$ cat src/rtl/mul16_sequencer_pkg.sv
// Shared definitions for the 16x16 multiply sequencer.
// - state_t     : FSM state encoding (IDLE=0, STEP=1, DONE=2)
// - shift_sel_t : accumulator shift select for the four 8x8 sub-products
// - step_shift  : maps step index k to its shift (0/8/8/16)
package mul16_sequencer_pkg;

  typedef enum logic [1:0] {
    ST_IDLE = 2'd0,
    ST_STEP = 2'd1,
    ST_DONE = 2'd2
  } state_t;

  typedef enum logic [1:0] {
    SH_0  = 2'd0,
    SH_8  = 2'd1,
    SH_16 = 2'd2
  } shift_sel_t;

  localparam logic [1:0] STEP_LAST = 2'd3;

  // k=0: lo*lo (<<0), k=1/2: cross terms (<<8), k=3: hi*hi (<<16)
  function automatic shift_sel_t step_shift(input logic [1:0] k);
    case (k)
      2'd0:    step_shift = SH_0;
      2'd1:    step_shift = SH_8;
      2'd2:    step_shift = SH_8;
      default: step_shift = SH_16;
    endcase
  endfunction

endpackage

$ cat src/rtl/mul_accum_32.sv
// 32-bit accumulator with synchronous clear and shifted add of a 16-bit term.
// Ports:
//   clk, reset : clock, synchronous active-high reset (acc -> 0)
//   clear      : load zero (takes priority over add_en)
//   add_en     : acc <= acc + ({16'b0, add_in} << shift)
//   add_in     : 16-bit sub-product
//   shift_sel  : shift select (0, 8 or 16)
//   acc        : registered accumulator value
module mul_accum_32
  import mul16_sequencer_pkg::*;
(
  input  logic        clk,
  input  logic        reset,
  input  logic        clear,
  input  logic        add_en,
  input  logic [15:0] add_in,
  input  shift_sel_t  shift_sel,
  output logic [31:0] acc
);

  logic [31:0] term;

  always_comb begin
    term = 32'd0;
    case (shift_sel)
      SH_0:    term = {16'd0, add_in};
      SH_8:    term = {8'd0, add_in, 8'd0};
      SH_16:   term = {add_in, 16'd0};
      default: term = 32'd0;
    endcase
  end

  // The full product never exceeds 0xFFFE0001, so no carry-out is kept.
  always_ff @(posedge clk) begin
    if (reset) begin
      acc <= 32'd0;
    end else if (clear) begin
      acc <= 32'd0;
    end else if (add_en) begin
      acc <= acc + term;
    end
  end

endmodule

$ cat src/rtl/mul16_sequencer.sv
// Unsigned 16x16 -> 32 multiply by time-sharing one external 8x8 core.
// Four sub-products are issued in order (lo*lo, lo*hi, hi*lo, hi*hi) and
// accumulated with shifts 0/8/8/16.
// Handshakes: a transfer happens on a rising edge where valid & ready are both
// high; out_valid/out_p hold steady until out_ready; mul_* advances only on
// edges where mul_req & mul_gnt.
// Ports:
//   clk, reset            : clock, synchronous active-high reset
//   in_valid/in_ready     : operand handshake (ready only in IDLE)
//   in_a, in_b            : 16-bit unsigned operands
//   out_valid/out_ready   : result handshake
//   out_p                 : 32-bit product (keeps last value in IDLE)
//   mul_req/mul_gnt       : request/grant to the shared 8x8 core
//   mul_a, mul_b, mul_p   : core operands (0 outside STEP) and its product
module mul16_sequencer
  import mul16_sequencer_pkg::*;
(
  input  logic        clk,
  input  logic        reset,
  input  logic        in_valid,
  output logic        in_ready,
  input  logic [15:0] in_a,
  input  logic [15:0] in_b,
  output logic        out_valid,
  input  logic        out_ready,
  output logic [31:0] out_p,
  output logic        mul_req,
  input  logic        mul_gnt,
  output logic [7:0]  mul_a,
  output logic [7:0]  mul_b,
  input  logic [15:0] mul_p
);

  state_t      state;
  logic [1:0]  k;
  logic [15:0] a_q;
  logic [15:0] b_q;
  logic        accept;
  logic        step_fire;

  assign accept    = (state == ST_IDLE) && in_valid;
  assign step_fire = (state == ST_STEP) && mul_gnt;

  always_ff @(posedge clk) begin
    if (reset) begin
      state <= ST_IDLE;
      k     <= 2'd0;
      a_q   <= 16'd0;
      b_q   <= 16'd0;
    end else begin
      case (state)
        ST_IDLE: begin
          if (in_valid) begin
            a_q   <= in_a;
            b_q   <= in_b;
            k     <= 2'd0;
            state <= ST_STEP;
          end
        end
        ST_STEP: begin
          if (mul_gnt) begin
            k <= k + 2'd1;
            if (k == STEP_LAST) state <= ST_DONE;
          end
        end
        ST_DONE: begin
          if (out_ready) state <= ST_IDLE;
        end
        default: state <= ST_IDLE;
      endcase
    end
  end

  // Decoded from registered state only: no path from mul_gnt to mul_req/mul_a/mul_b.
  always_comb begin
    mul_a = 8'd0;
    mul_b = 8'd0;
    if (state == ST_STEP) begin
      case (k)
        2'd0:    begin mul_a = a_q[7:0];  mul_b = b_q[7:0];  end
        2'd1:    begin mul_a = a_q[7:0];  mul_b = b_q[15:8]; end
        2'd2:    begin mul_a = a_q[15:8]; mul_b = b_q[7:0];  end
        default: begin mul_a = a_q[15:8]; mul_b = b_q[15:8]; end
      endcase
    end
  end

  assign mul_req   = (state == ST_STEP);
  assign in_ready  = (state == ST_IDLE);
  assign out_valid = (state == ST_DONE);

  mul_accum_32 u_accum (
    .clk       (clk),
    .reset     (reset),
    .clear     (accept),
    .add_en    (step_fire),
    .add_in    (mul_p),
    .shift_sel (step_shift(k)),
    .acc       (out_p)
  );

endmodule

$ cat config.mk
export PLATFORM = sky130hd
export DESIGN_NAME = mul16_sequencer
export DESIGN_NICKNAME = d
export VERILOG_FILES = /design/src/rtl/mul16_sequencer_pkg.sv /design/src/rtl/mul_accum_32.sv /design/src/rtl/mul16_sequencer.sv
export SDC_FILE = /design/constraint.sdc
export NUM_CORES = 1
export LEC_CHECK = 0
export ABC_AREA = 1
export CAP_MARGIN = 0
export CELL_PAD_IN_SITES_DETAIL_PLACEMENT = 1
export CELL_PAD_IN_SITES_GLOBAL_PLACEMENT = 1
export CORE_MARGIN = 2
export CORE_UTILIZATION = 24
export DETAILED_ROUTE_END_ITERATION = 10
export GPL_TIMING_DRIVEN = 1
export PLACE_DENSITY_LB_ADDON = 0.1
export RECOVER_POWER = 25
export REMOVE_ABC_BUFFERS = 1
export SYNTH_ARGS = -nofsm -noshare
export SYNTH_HDL_FRONTEND = slang
export SYNTH_SLANG_ARGS = --single-unit
$ cat constraint.sdc
create_clock -name clk -period 2.4 [get_ports clk]
set_input_delay 0.24 -clock clk [delete_from_list [all_inputs] [get_ports clk]]
set_output_delay 0.24 -clock clk [all_outputs]
set_load 0.01 [all_outputs]
; ---- Word level (Yosys, flattened, before mapping)
; Index checks and enable logic that the tools add are counted.
[op_classes]
n_lt_le_gt_ge = 0
muxes = 14
eq_ne = 11
add_sub_neg = 2
shift = 0
reduce_logical = 13
n_div = 0
bitwise_logic = 0
mul = 0
[op_table]
columns = operator, count
row1 = $pmux 32 s3, 1
row2 = $add 32x32->32, 1
row3 = $mux 8, 4
row4 = $mux 2, 6
row5 = $eq 2x2->1 const B, 4
row6 = $pmux 2 s2, 2
row7 = $reduce_or 2->1, 4
row8 = $eq 2x1->1 const B, 3
row9 = $logic_not 2->1, 3
row10 = $ne 2x1->1 const B, 3
row11 = $pmux 2 s3, 1
row12 = $reduce_and 4->1, 1
row13 = $reduce_and 3->1, 1
row14 = $add 2x1->2 const B, 1
row15 = $logic_and 1x1->1, 2
row16 = $ne 2x2->1 const B, 1
row17 = $reduce_and 2->1, 1
row18 = $reduce_bool 2->1, 1
[word_totals]
ram_bits = 0
mem_count = 0
ff_bits = 68
output_inout_bits = 51
romBits = 0
word_cells = 45
latchBits = 0
in_bits = 53

; ---- Longest topological paths before layout
; Gate-level depths: netlist of the first run.
[depth]
ltp_word = 6
mapped_depth = 23
ltp_nobuf = 21

; ---- Hierarchy
; Synthesis of the first run repeated with hierarchy kept, for this count alone.
[unflattened]
cells_unflattened = 960
hier_area_um2 = 5450.2
[modules_own_cells]
columns = module, seq_area_each_um2, instances, area_each_um2, cells_each
row1 = mul_accum_32, 640.6, 1, 3877.5, 736
row2 = mul16_sequencer, 720.7, 1, 1572.8, 224

; ---- Worst setup path after synthesis of the first run
; No wires, ideal clock.
[synth_path]
path_kind = register -> register
startpoint = register k[0]
endpoint = register u_accum.acc[27]
setup_time_ns = 0.109
n_path_buf = 2
stages_incl_launch_ff = 21
required_ns = 2.291
period_less_slack_ns = 2.593
slack_ns = -0.193
arrival_time_ns = 2.484
cell_sequence = dfxtp_1 inv_1 ha_1 buf_2 inv_1 nand2_1 buf_2 nand2_1 nor2_1 a31oi_1 inv_1 ha_1 nand2_1 nor2_2 inv_1 nor3_1 nand2_1 nand3_1 nand3_1 nand2_1 inv_1
[synth_via]
elab_chain_cells = 6
word_cells_on_any_way = 10
classes_between = add/sub: 1 / eq/ne: 4 / mux: 2 / reduce/logical: 3
[synth_rtl]
columns = element, line
row1 = from (decl), mul16_sequencer.sv:35  ; logic [1:0] k;
row2 = from (signal assigned), mul16_sequencer.sv:62  ; k <= k + 2'd1;
row3 = $eq 2x2->1 or $eq 2x1->1 (tied branches), mul16_sequencer_pkg.sv:23  ; case (k)
row4 = $reduce_or 2->1 (no source line), -
row5 = $pmux 2 s2 *, mul16_sequencer_pkg.sv:23
row6 = $eq 2x2->1 (tied with other cells), mul_accum_32.sv:25  ; case (shift_sel)
row7 = $pmux 32 s3 *, mul_accum_32.sv:25
row8 = $add 32x32->32 *, mul_accum_32.sv:40  ; acc <= acc + term;
row9 = to (signal assigned), mul_accum_32.sv:40
row10 = to (decl), mul_accum_32.sv:18  ; output logic [31:0] acc
; Mark *: on every way between the ends. The rest lies on a longest branch, timed or not.
; A chain may end at the register's enable or synchronous reset.

; ---- Final worst setup path of the first run
[layout_path]
startpoint = register k[1]
endpoint = register u_accum.acc[31]
; Same word-level chain as after synthesis.

==> run_results.csv, run 1 <==
group,metric,value,unit
synth,synth_top_family_by_area,"simple AND/OR/NAND/NOR gates",
timing,finalClockSkew,0.01366,ns
synth,synth.ff_latch_count,68,
floorplan,start_util,24.57,%
synth,yosysUniqueCellTypes,28,
floorplan,fp-row-count,55,
worst_setup_path,reg2reg_from,"k[1]",
floorplan,die_width,156.7,um
synth,synthTopCellsByArea,"dfxtp_1, nand2_1, inv_1",
placement,gp_congestion,0.8092,
power_and_ir_drop,p_per_area,434.0,nW/um2
timing,worst_slew_pin_slew,0.7102,ns
synth,synth.mux.area_fraction,0,%
final_layout,utilization,38.54,%
synth,yosysTopAreaCell,"dfxtp_1",
timing,period_share,102.2,%
power_and_ir_drop,leakage,4.634,nW
timing,max_freq,0.4078,GHz
worst_hold_path,hold_path.class,"reg -> reg",
floorplan,die_h,156.7,um
worst_setup_path,cp_max_fo,6,
drt,route.detailed.drc,0,
final_layout,nNetsFinal,1249,
placement,place_hpwl,16450,um
drt,wl_per_cell,14.63,um
drt,viasPerCell,4.288,
global_routing,antenna_found_initial,1,
timing,setup_slack,-0.05241,ns
outcome,violations,"negative setup slack",
global_routing,grt_pass1_vias,6496,
synth,syn_area_per_cell,5.676,um2
worst_hold_path,holdPathStages,2,
synth,synth_adder_area_share,8.406,%
placement,portBuffers,103,
synth,syn_inst,986,
global_routing,grt_max_degree,50,
worst_setup_path,critPathMaxStageDelay,0.34,ns
clocking,clock_path_buffers,2,
flow_run,cap_violations,0,
clocking,cts_sinks,68,
synth,synth-async-reset-ratio,0,%
timing,drv_slew,0,
drt,drtAntennaViolNets,0,
timing,rsz0062_at_grt,"yes",
synth,synth-edff-count,0,
floorplan,die_area,24560,um2
outcome,status,"finished with violations",
synth,ys.flop_type,"dfxtp_1",
synth,synth-simple-area-share,35.23,%
timing,setup_viol,5,
global_routing,grt_overflow,0,
timing,final_hold_viol_count,0,
drt,vias,6337,
worst_setup_path,required,2.65,ns
synth,synth_compound_area_share,13.39,%
clocking,clockRootBuffer,"clkbuf_16",
synth,synth.most_common_cell,"nand2_1",
worst_hold_path,hp-start,"a_q[4]",
worst_setup_path,rrSetupSlack,-0.05,ns
timing,post-route-min-period,2.452,ns
clocking,clk_pin_slew,0.06,ns
synth,yosysWarnings,0,
worst_setup_path,worst_path_max_delay_cell,"dfxtp_2",
clocking,worstSkewPairLatency,0.35,ns
floorplan,ios,104,
power_and_ir_drop,peakVddDrop,0.2386,mV
clocking,htree_levels,3,
synth,yosys.area_share.xor_xnor,2.504,%
drt,wl,21620,um
global_routing,grt_use_total,18.03,%
final_layout,layout-drive-gt1-share,26.72,%
clocking,cts-hold-fix-buffers,0,
timing,slew_headroom,52.65,%
synth,synth_common_cells,"nand2_1, inv_1, nor2_1, dfxtp_1, o21ai_0",
clocking,tritoncts,"done",
worst_setup_path,crit_type,"reg -> reg",
worst_setup_path,worstRegToRegCells,20,
drt,first_pass_iters,4,
worst_setup_path,crit_top_cell,"nand2_1",
clocking,numCtsBuffers,9,
drt,drt_iter0_markers,216,
synth,synth_area,5597,um2
synth,yosysTopAreaCellShare,24.32,%
worst_setup_path,worstPathArrival,2.70,ns
worst_setup_path,crit_start,"k[1]",
placement,pre_cts_ws,-0.3745,ns
final_layout,area_delta_synth_final,56.87,%
global_routing,grt_pass1_wl,34390,um
synth,synth-seq-area-share,24.32,%
worst_setup_path,worstSetupEndpointType,"flop",
worst_setup_path,crit_chain,"inv_4 > ha_4 > inv_2 > nand2_4 > buf_6 > nand2_2 > o21ai_1 > ha_1 > nand2_2 > inv_1 > nand2_1 > nand2_2 > a21oi_2 > nand2_4 > nand2_1 > nand2_1 > nand2_1 > nand3_1 > nand2_1 > inv_1",
worst_setup_path,start_kind,"flop",
floorplan,fp.coreArea,22780,um2
==> kinds of logic (layout without fill, tap and decap cells) <==
group,after synthesis,in the layout
AOI/OAI and AO/OA,143,143
xor gates and xnor gates,16,16
adders and majority gates,37,37
buffers and inverters,236,414
DFF,68,68
other,0,1
and+or+nand+nor,486,486
==> registers in the layout, summed over array words and instances, names as in the netlist <==
register	cells
b_q	16
a_q	16
state	2
u_accum.acc	32
k	2
==> worst paths after layout <==
path                                         to
worst max-delay path            u_accum.acc[31]
worst min-delay path                     a_q[4]
worst max register to register  u_accum.acc[31]
worst min register to register           a_q[4]
==> placed cells by master, fill, tap and decap left out, types with 2 or more instances in the layout <==
master / netlist / layout
nand4_1: 3 / 3
ha_1: 36 / 12
dlygate4sd3_1: 0 / 13
nand2_1: 272 / 200
nand3_2: 4 / 14
clkinvlp_4: 0 / 3
dfxtp_1: 68 / 66
xor2_1: 16 / 15
ha_4: 0 / 18
a21oi_2: 0 / 10
nand2_4: 0 / 19
inv_1: 210 / 176
a21oi_1: 58 / 45
inv_2: 1 / 30
dlymetal6s2s_1: 0 / 8
o21ai_2: 0 / 3
nor3_2: 0 / 3
ha_2: 0 / 6
nor2_4: 2 / 14
clkdlybuf4s50_1: 0 / 74
a31oi_4: 0 / 4
o21bai_1: 3 / 3
o21ai_0: 66 / 58
nand3_4: 0 / 2
buf_4: 1 / 77
nor2_1: 143 / 128
buf_8: 0 / 2
inv_4: 0 / 3
nor2_2: 4 / 7
o21ai_1: 5 / 9
nand2_2: 13 / 66
dlygate4sd2_1: 0 / 8
clkbuf_16: 0 / 9
nand3_1: 40 / 28
buf_6: 0 / 4
dfxtp_2: 0 / 2
a31oi_1: 7 / 3
a21oi_4: 0 / 3
==> worst max-delay path, delay by kind of cell, from the launching register on <==
kind	cells	cell delay, ns
DFF	1	0.34
buffers and inverters	5	0.34
AOI/OAI and AO/OA	2	0.33
and+or+nand+nor	11	0.90
adders and majority gates	2	0.46
==> layer usage <==
layer,routed length [um],up-vias,global-route usage [%]
met5,0,-,0
met4,286,0,3.976
met3,984,13,4.209
met2,9825,98,29.66
met1,10520,2882,23.91
li1,-,3344,-
==> area by class of cell <==
| type | count | area, um2 |
|---|---|---|
| clock buffers | 11 | 242.7 |
| clock inverters | 5 | 60.06 |
| diodes | 1 | 2.502 |
| multi-input cells | 682 | 4213 |
| repair buffers | 187 | 1699 |
| well taps | 313 | 391.6 |
| inverters | 211 | 807.0 |
| fillers | 2893 | 14000 |
| flip-flops and latches | 68 | 1364 |
==> report_power, final <==
| group | switching (mW) | internal [mW] | total (mW) |
|---|---|---|---|
| Sequential | 0.0502 | 1.20 | 1.25 |
| Clock | 0.611 | 0.840 | 1.45 |
| Combinational | 0.600 | 0.511 | 1.11 |
| Total | 1.26 | 2.55 | 3.81 |
==> metrics by stage <==
stage / total power [mW] / std cells / setup TNS (ns) / instance area [um2] / hold WS (ns)
finish: 3.810 / 1478 / -0.1561 / 8780 / 0.4742
detailed placement: 2.191 / 1449 / -6.012 / 7448 / 0.4655
global route: 4.045 / 1477 / -2.694 / 8777 / 0.4892
global placement: 2.185 / 1449 / -4.949 / 7448 / 0.4577
floorplan: 1.713 / 961 / -5.994 / 5485 / 0.3091
CTS: 3.763 / 1469 / -0.7938 / 8198 / 0.4797
==> repair_timing <==
| action | 4_1_cts | 5_1_grt |
|---|---|---|
| buffers inserted | 4 | 8 |
| pin swaps | 31 | 43 |
| gates resized for setup | 112 | 159 |
| endpoints found under the hold margin | 0 | 0 |
| setup endpoints to repair | 42 | 33 |
Note: power is estimated with default switching activity, not from simulation.
==> run 2, diff against run 1 <==
--- a/config.mk
+++ b/config.mk
@@ -19,3 +19,4 @@
 export SYNTH_ARGS = -nofsm -noshare
 export SYNTH_HDL_FRONTEND = slang
 export SYNTH_SLANG_ARGS = --single-unit
+export TNS_END_PERCENT = 1
==> run 2 against run 1 <==
  * The run still ends with negative setup slack left
  * Maximum frequency is 1.0% lower
  * Routed wire length fell by 1.2%
  * Sequential cell count did not move
  * Final cell count fell by 0.34%
  * Critical path type unchanged
  * Largest cell class unchanged
==> run_results.csv, run 2 (synthesis results as in run 1) <==
group,metric,value,unit
floorplan,ios,104,
drt,route.detailed.drc,0,
timing,finalClockSkew,0.01258,ns
global_routing,grt_overflow,0,
outcome,status,"finished with violations",
final_layout,final_cell_mix,"nand2_1, inv_1, nor2_1",
floorplan,start_util,24.57,%
placement,place_hpwl,16450,um
outcome,violations,"negative setup slack",
worst_setup_path,cp_max_fo,6,
drt,wl_per_cell,14.51,um
worst_setup_path,start_kind,"flop",
clocking,cts_sinks,68,
worst_setup_path,rrSetupSlack,-0.08,ns
worst_setup_path,reg2reg_from,"k[1]",
timing,final_hold_viol_count,0,
placement,portBuffers,103,
timing,slew_headroom,53.55,%
timing,worst_slew_pin_slew,0.6968,ns
worst_setup_path,worstSetupEndpointType,"flop",
worst_setup_path,crit_buf_inv,7,
clocking,clockRootBuffer,"clkbuf_16",
clocking,numCtsBuffers,9,
placement,dpl_cell_area,7448,um2
timing,post-route-min-period,2.477,ns
worst_hold_path,hold_path.class,"reg -> reg",
timing,drv_slew,0,
worst_setup_path,crit_start,"k[1]",
power_and_ir_drop,leakage,4.583,nW
timing,tns,-0.4168,ns
floorplan,die_area,24560,um2
final_layout,nNetsFinal,1244,
floorplan,fp-row-count,55,
placement,placed_cells,1449,
timing,setup_viol,11,
drt,viasPerCell,4.249,
clocking,clk_pin_slew,0.07,ns
global_routing,grt_max_degree,50,
clocking,clock_path_buffers,2,
drt,vias,6259,
clocking,tritoncts,"done",
timing,max_freq,0.4037,GHz
power_and_ir_drop,peakVddDrop,0.2355,mV
global_routing,grt_pass1_wl,34080,um
floorplan,die_width,156.7,um
global_routing,antenna_found_initial,1,
drt,first_pass_iters,4,
timing,rsz0062_at_grt,"yes",
placement,gp_congestion,0.8092,
worst_setup_path,crit_chain,"inv_4 > ha_4 > inv_1 > nand2_2 > buf_6 > buf_6 > a31oi_4 > inv_2 > ha_4 > nand2_4 > nor2_4 > inv_1 > nor3_2 > nand2_1 > nand3_1 > nand3_1 > nand2_1 > inv_1",
worst_hold_path,holdPathStages,2,
worst_setup_path,required,2.65,ns
final_layout,final_common_cell,"nand2_1",
floorplan,fp.coreArea,22780,um2
clocking,worstSkewPairLatency,0.34,ns
global_routing,grt_pass1_vias,6458,
drt,wl,21370,um
worst_setup_path,worst_path_max_delay_cell,"dfxtp_2",
power_and_ir_drop,p_per_area,440.0,nW/um2
final_layout,largestRegisters,"u_accum.acc x32, a_q x16, b_q x16",
worst_setup_path,worstRegToRegCells,18,
final_layout,area_delta_synth_final,51.20,%
worst_setup_path,crit_type,"reg -> reg",
drt,drt_iter0_markers,179,
worst_setup_path,reg2reg_to,"u_accum.acc[27]",
clocking,htree_levels,3,
worst_setup_path,cp.depth,18,
worst_setup_path,critPathMaxStageDelay,0.35,ns
final_layout,layout-drive-gt1-share,20.71,%
final_layout,largest_reg_flops,32,
final_layout,final_cell_area,8462,um2
timing,period_share,103.2,%
final_layout,layout.cells.non_filler,1473,
flow_run,cap_violations,0,
timing,setup_slack,-0.07717,ns
worst_setup_path,crit_top_cell,"inv_1",
worst_setup_path,endpoint,"u_accum.acc[27]",
worst_setup_path,crit_family,"simple AND/OR/NAND/NOR gates",
final_layout,regMostFlops,"u_accum.acc",
global_routing,grt_use_total,17.87,%
worst_setup_path,worstPathArrival,2.73,ns
drt,drtAntennaViolNets,0,
floorplan,die_h,156.7,um
## run 2: cell count changes in the layout (fill, tap and decap cells not counted), sizes merged
cell	previous run	this run
buf	83	78
clkdlybuf4s50	74	72
dlygate4sd3	13	16
dlymetal6s2s	8	7
## run 2: timing repair
action                     in CTS  in global routing
setup endpoints to repair      42                 44
buffers inserted                2                  5
hold buffers                    0                  0
pin swaps                      12                 40
resized for setup              78                107
cloned                          0                  0
## run 2: final cells by class
| class | count | area [um2] |
|---|---|---|
| clock buffer | 11 | 242.7 |
| clock inverter | 5 | 60.06 |
| inverter | 211 | 807.0 |
| antenna | 1 | 2.502 |
| tap | 313 | 391.6 |
| sequential | 68 | 1364 |
| multi-input combinational | 682 | 3950 |
| timing repair buffer | 182 | 1644 |
| fill | 2902 | 14320 |
## run 2: where the power goes
part / switching (mW) / internal [mW]
Sequential: 0.0488 / 1.20
Clock: 0.601 / 0.840
Combinational: 0.565 / 0.470
## run 2: metal layers
layer	global-route usage [%]	up-vias	wire (um)
met3	4.514	9	1011
met2	29.37	91	9705
met1	23.59	2833	10400
met5	0	-	0
li1	-	3326	-
met4	3.801	0	248
## run 2: worst min path at each step
| stage | to | slack (ns) | from |
|---|---|---|---|
| after CTS | a_q[4] | 0.48 | a_q[4] |
| after global routing | b_q[0] | 0.49 | b_q[0] |
| final | a_q[4] | 0.47 | a_q[4] |
| after floorplan | k[1] | 0.31 | reset |
| after detailed placement | a_q[4] | 0.47 | a_q[4] |
| after global placement | a_q[2] | 0.46 | a_q[2] |
## run 2: worst min-delay path, delay by kind of cell, from the launching register on
family	cells	cell delay (ns)
simple gates	2	0.12
flops	1	0.32
## run 2: metrics by stage
stage	utilization, %	worst slack [ns]	power (mW)	hold WS, ns
final	37.15	-0.07717	3.723	0.4742
after global routing	37.14	-0.2395	3.970	0.4892
after CTS	35.31	-0.1840	3.731	0.4797
after detailed placement	32.70	-0.3745	2.191	0.4655
after global placement	32.70	-0.3000	2.185	0.4577
after floorplan	-	-0.3030	1.713	0.3091
==> run 3, diff against run 2 <==
--- a/config.mk
+++ b/config.mk
@@ -5,7 +5,7 @@
 export SDC_FILE = /design/constraint.sdc
 export NUM_CORES = 1
 export LEC_CHECK = 0
-export ABC_AREA = 1
+export ABC_AREA = 0
 export CAP_MARGIN = 0
 export CELL_PAD_IN_SITES_DETAIL_PLACEMENT = 1
 export CELL_PAD_IN_SITES_GLOBAL_PLACEMENT = 1
@@ -13,6 +13,7 @@
 export CORE_UTILIZATION = 24
 export DETAILED_ROUTE_END_ITERATION = 10
 export GPL_TIMING_DRIVEN = 1
+export HOLD_SLACK_MARGIN = 0.1
 export PLACE_DENSITY_LB_ADDON = 0.1
 export RECOVER_POWER = 25
 export REMOVE_ABC_BUFFERS = 1
==> run 3 against run 2 <==
  * The run still ends with negative setup slack left
  * Cell area down 8.1%
  * Via count down 16%
  * Clock skew about the same
  * Sequential power down 4%
  * Worst setup slack worse by 0.81 ns
  * Sequential share of layout area up 1.4 points
  * Combinational power down 20%
  * Die area down 18%
  * Worst hold slack worse by 0.021 ns
  * Critical path type unchanged
==> run_results.csv, run 3 <==
group,metric,value,unit
outcome,status,"finished with violations",
outcome,violations,"negative setup slack",
timing,rsz0062_at_grt,"yes",
synth,synthTopCellsByArea,"dfxtp_1, nand2_1, a21oi_1",
worst_setup_path,worstPathArrival,3.57,ns
clocking,worstSkewPairLatency,0.34,ns
synth,synth-async-reset-ratio,0,%
final_layout,layout-drive-gt1-share,29.68,%
synth,yosysTopAreaCellShare,29.93,%
worst_setup_path,crit_buf_inv,6,
final_layout,largest_reg_flops,32,
synth,synth_adder_area_share,10.34,%
floorplan,start_util,24.40,%
clocking,clock_path_buffers,2,
final_layout,fillerInstances,2193,
placement,dpl_cell_area,6764,um2
timing,final_hold_viol_count,0,
timing,setup_viol,26,
synth,syn_inst,613,
timing,period_share,137.1,%
final_layout,final_cell_area,7774,um2
timing,max_freq,0.3039,GHz
drt,drtAntennaViolNets,0,
floorplan,fp.coreArea,18640,um2
worst_setup_path,required,2.67,ns
timing,finalClockSkew,0.01235,ns
synth,synth-simple-area-share,22.83,%
synth,yosysWarnings,0,
floorplan,die_area,20070,um2
synth,synth-edff-count,0,
power_and_ir_drop,leakage,3.433,nW
synth,yosys.area_share.xor_xnor,5.199,%
power_and_ir_drop,p_per_area,442.4,nW/um2
synth,synth_top_family_by_area,"compound AO/OA/AOI/OAI gates",
drt,viasPerCell,4.867,
floorplan,ios,104,
placement,place_hpwl,13950,um
placement,portBuffers,103,
worst_setup_path,cp_max_fo,7,
floorplan,die_width,141.7,um
worst_setup_path,worst_path_max_delay_cell,"dfxtp_2",
drt,first_pass_iters,4,
worst_setup_path,crit_type,"reg -> reg",
synth,ys.flop_type,"dfxtp_1",
global_routing,grt_pass1_wl,30020,um
final_layout,regMostFlops,"u_accum.acc",
worst_setup_path,crit_chain,"inv_4 > ha_4 > buf_6 > buf_8 > a22o_4 > ha_4 > buf_6 > nand3_2 > buf_4 > o221a_2 > o31ai_4 > a41oi_2 > o21ai_2 > buf_4 > xor2_2 > nand2_1 > a21oi_2",
timing,slew_headroom,38.21,%
placement,gp_congestion,0.8843,
global_routing,grt_pass1_vias,5767,
clocking,tritoncts,"done",
synth,synth.mux.area_fraction,0.4402,%
timing,worst_slew_pin_slew,0.9269,ns
global_routing,grt_use_total,18.86,%
worst_setup_path,worstSetupEndpointType,"flop",
drt,wl,18800,um
synth,synth-seq-area-share,29.93,%
clocking,clk_pin_slew,0.06,ns
power_and_ir_drop,peakVddDrop,0.3077,mV
clocking,clockRootBuffer,"clkbuf_16",
clocking,htree_levels,3,
flow_run,cap_violations,0,
worst_setup_path,start_kind,"flop",
synth,yosysUniqueCellTypes,53,
drt,route.detailed.drc,0,
global_routing,grt_overflow,0,
timing,drv_slew,0,
final_layout,final_common_cell,"nand2_1",
worst_setup_path,critPathMaxStageDelay,0.35,ns
timing,post-route-min-period,3.290,ns
synth,synth.ff_latch_count,68,
final_layout,area_delta_synth_final,70.92,%
synth,synth_compound_area_share,27.35,%
drt,drt_iter0_markers,176,
global_routing,antenna_found_initial,0,
synth,syn_area_per_cell,7.419,um2
floorplan,die_h,141.7,um
synth,synth_common_cells,"nand2_1, a21oi_1, dfxtp_1, ha_1, clkbuf_1",
worst_setup_path,crit_family,"compound AO/OA/AOI/OAI gates",
drt,vias,5271,
final_layout,final_cell_mix,"nand2_1, buf_4, a21oi_1",
timing,setup_slack,-0.8903,ns
drt,wl_per_cell,17.36,um
global_routing,grt_max_degree,34,
final_layout,largestRegisters,"u_accum.acc x32, a_q x16, b_q x16",
final_layout,nNetsFinal,934,
worst_hold_path,hold_path.class,"reg -> reg",
synth,yosysTopAreaCell,"dfxtp_1",
synth,synth_area,4548,um2
floorplan,fp-row-count,50,
clocking,cts_sinks,68,
clocking,numCtsBuffers,9,
timing,tns,-13.91,ns
final_layout,insertedDiodeCount,0,
synth,synth.most_common_cell,"nand2_1",
run 3: worst min-delay path: stages (launching register included):
cell and delay, ns:
dfxtp_1 0.31, nand2_1 0.05, a21oi_1 0.05
run 3: power by group:
part           internal [mW]  switching, mW
logic                  0.420          0.411
registers               1.17         0.0280
clock network          0.839          0.569
total                   2.43           1.01
run 3: through the flow:
stage	hold WS, ns	util (%)	power [mW]	setup slack (ns)	cells
global route	0.4648	41.70	3.615	-1.074	1083
floorplan	0.3091	-	1.523	-1.391	579
CTS	0.4465	40.59	3.461	-0.8960	1078
global placement	0.4396	36.28	1.913	-1.108	1053
detailed placement	0.4460	36.28	1.925	-1.260	1053
finish	0.4527	41.70	3.439	-0.8903	1083
run 3: area by class of cell:
class                   instances  area (um2)  area share (%)
clock buffers                  11       242.7           3.122
clock inverters                 5       60.06          0.7726
inverters                      11       46.29          0.5955
multi-input cells             500        3568           45.90
flip-flops and latches         68        1364           17.54
well taps                     234       292.8           3.766
repair buffers                254        2200           28.30
run 3: final timing paths:
| kind | endpoint | cells past startpoint | slack, ns | start |
|---|---|---|---|---|
| hold reg to reg | b_q[2] | 2 | 0.45 | b_q[2] |
| hold / removal | b_q[2] | 2 | 0.45 | b_q[2] |
| setup / recovery | u_accum.acc[25] | 17 | -0.89 | k[0] |
| setup reg to reg | u_accum.acc[25] | 17 | -0.89 | k[0] |
run 3: what timing repair did:
action / CTS / global route
setup buffers: 9 / 6
pin swaps: 54 / 24
cloned: 1 / 0
resized for setup: 88 / 38
endpoints found under the setup margin: 44 / 34
hold buffers: 0 / 0
run 3: per-layer routing:
layer	track usage (%)	routed length, um	vias up
li1	-	-	2592
met1	24.09	8556	2533
met2	32.75	9058	118
met3	2.869	793	28
met4	5.895	388	0
met5	0	0	-
run 3: cells by family after synthesis:
logic type | Yosys count
multiplexers | 2
AND/OR/NAND/NOR | 238
XOR/XNOR | 27
adder cells (fa/ha/maj) | 37
buffers and inverters | 45
AO/OA/AOI/OAI | 196
flip-flops | 68
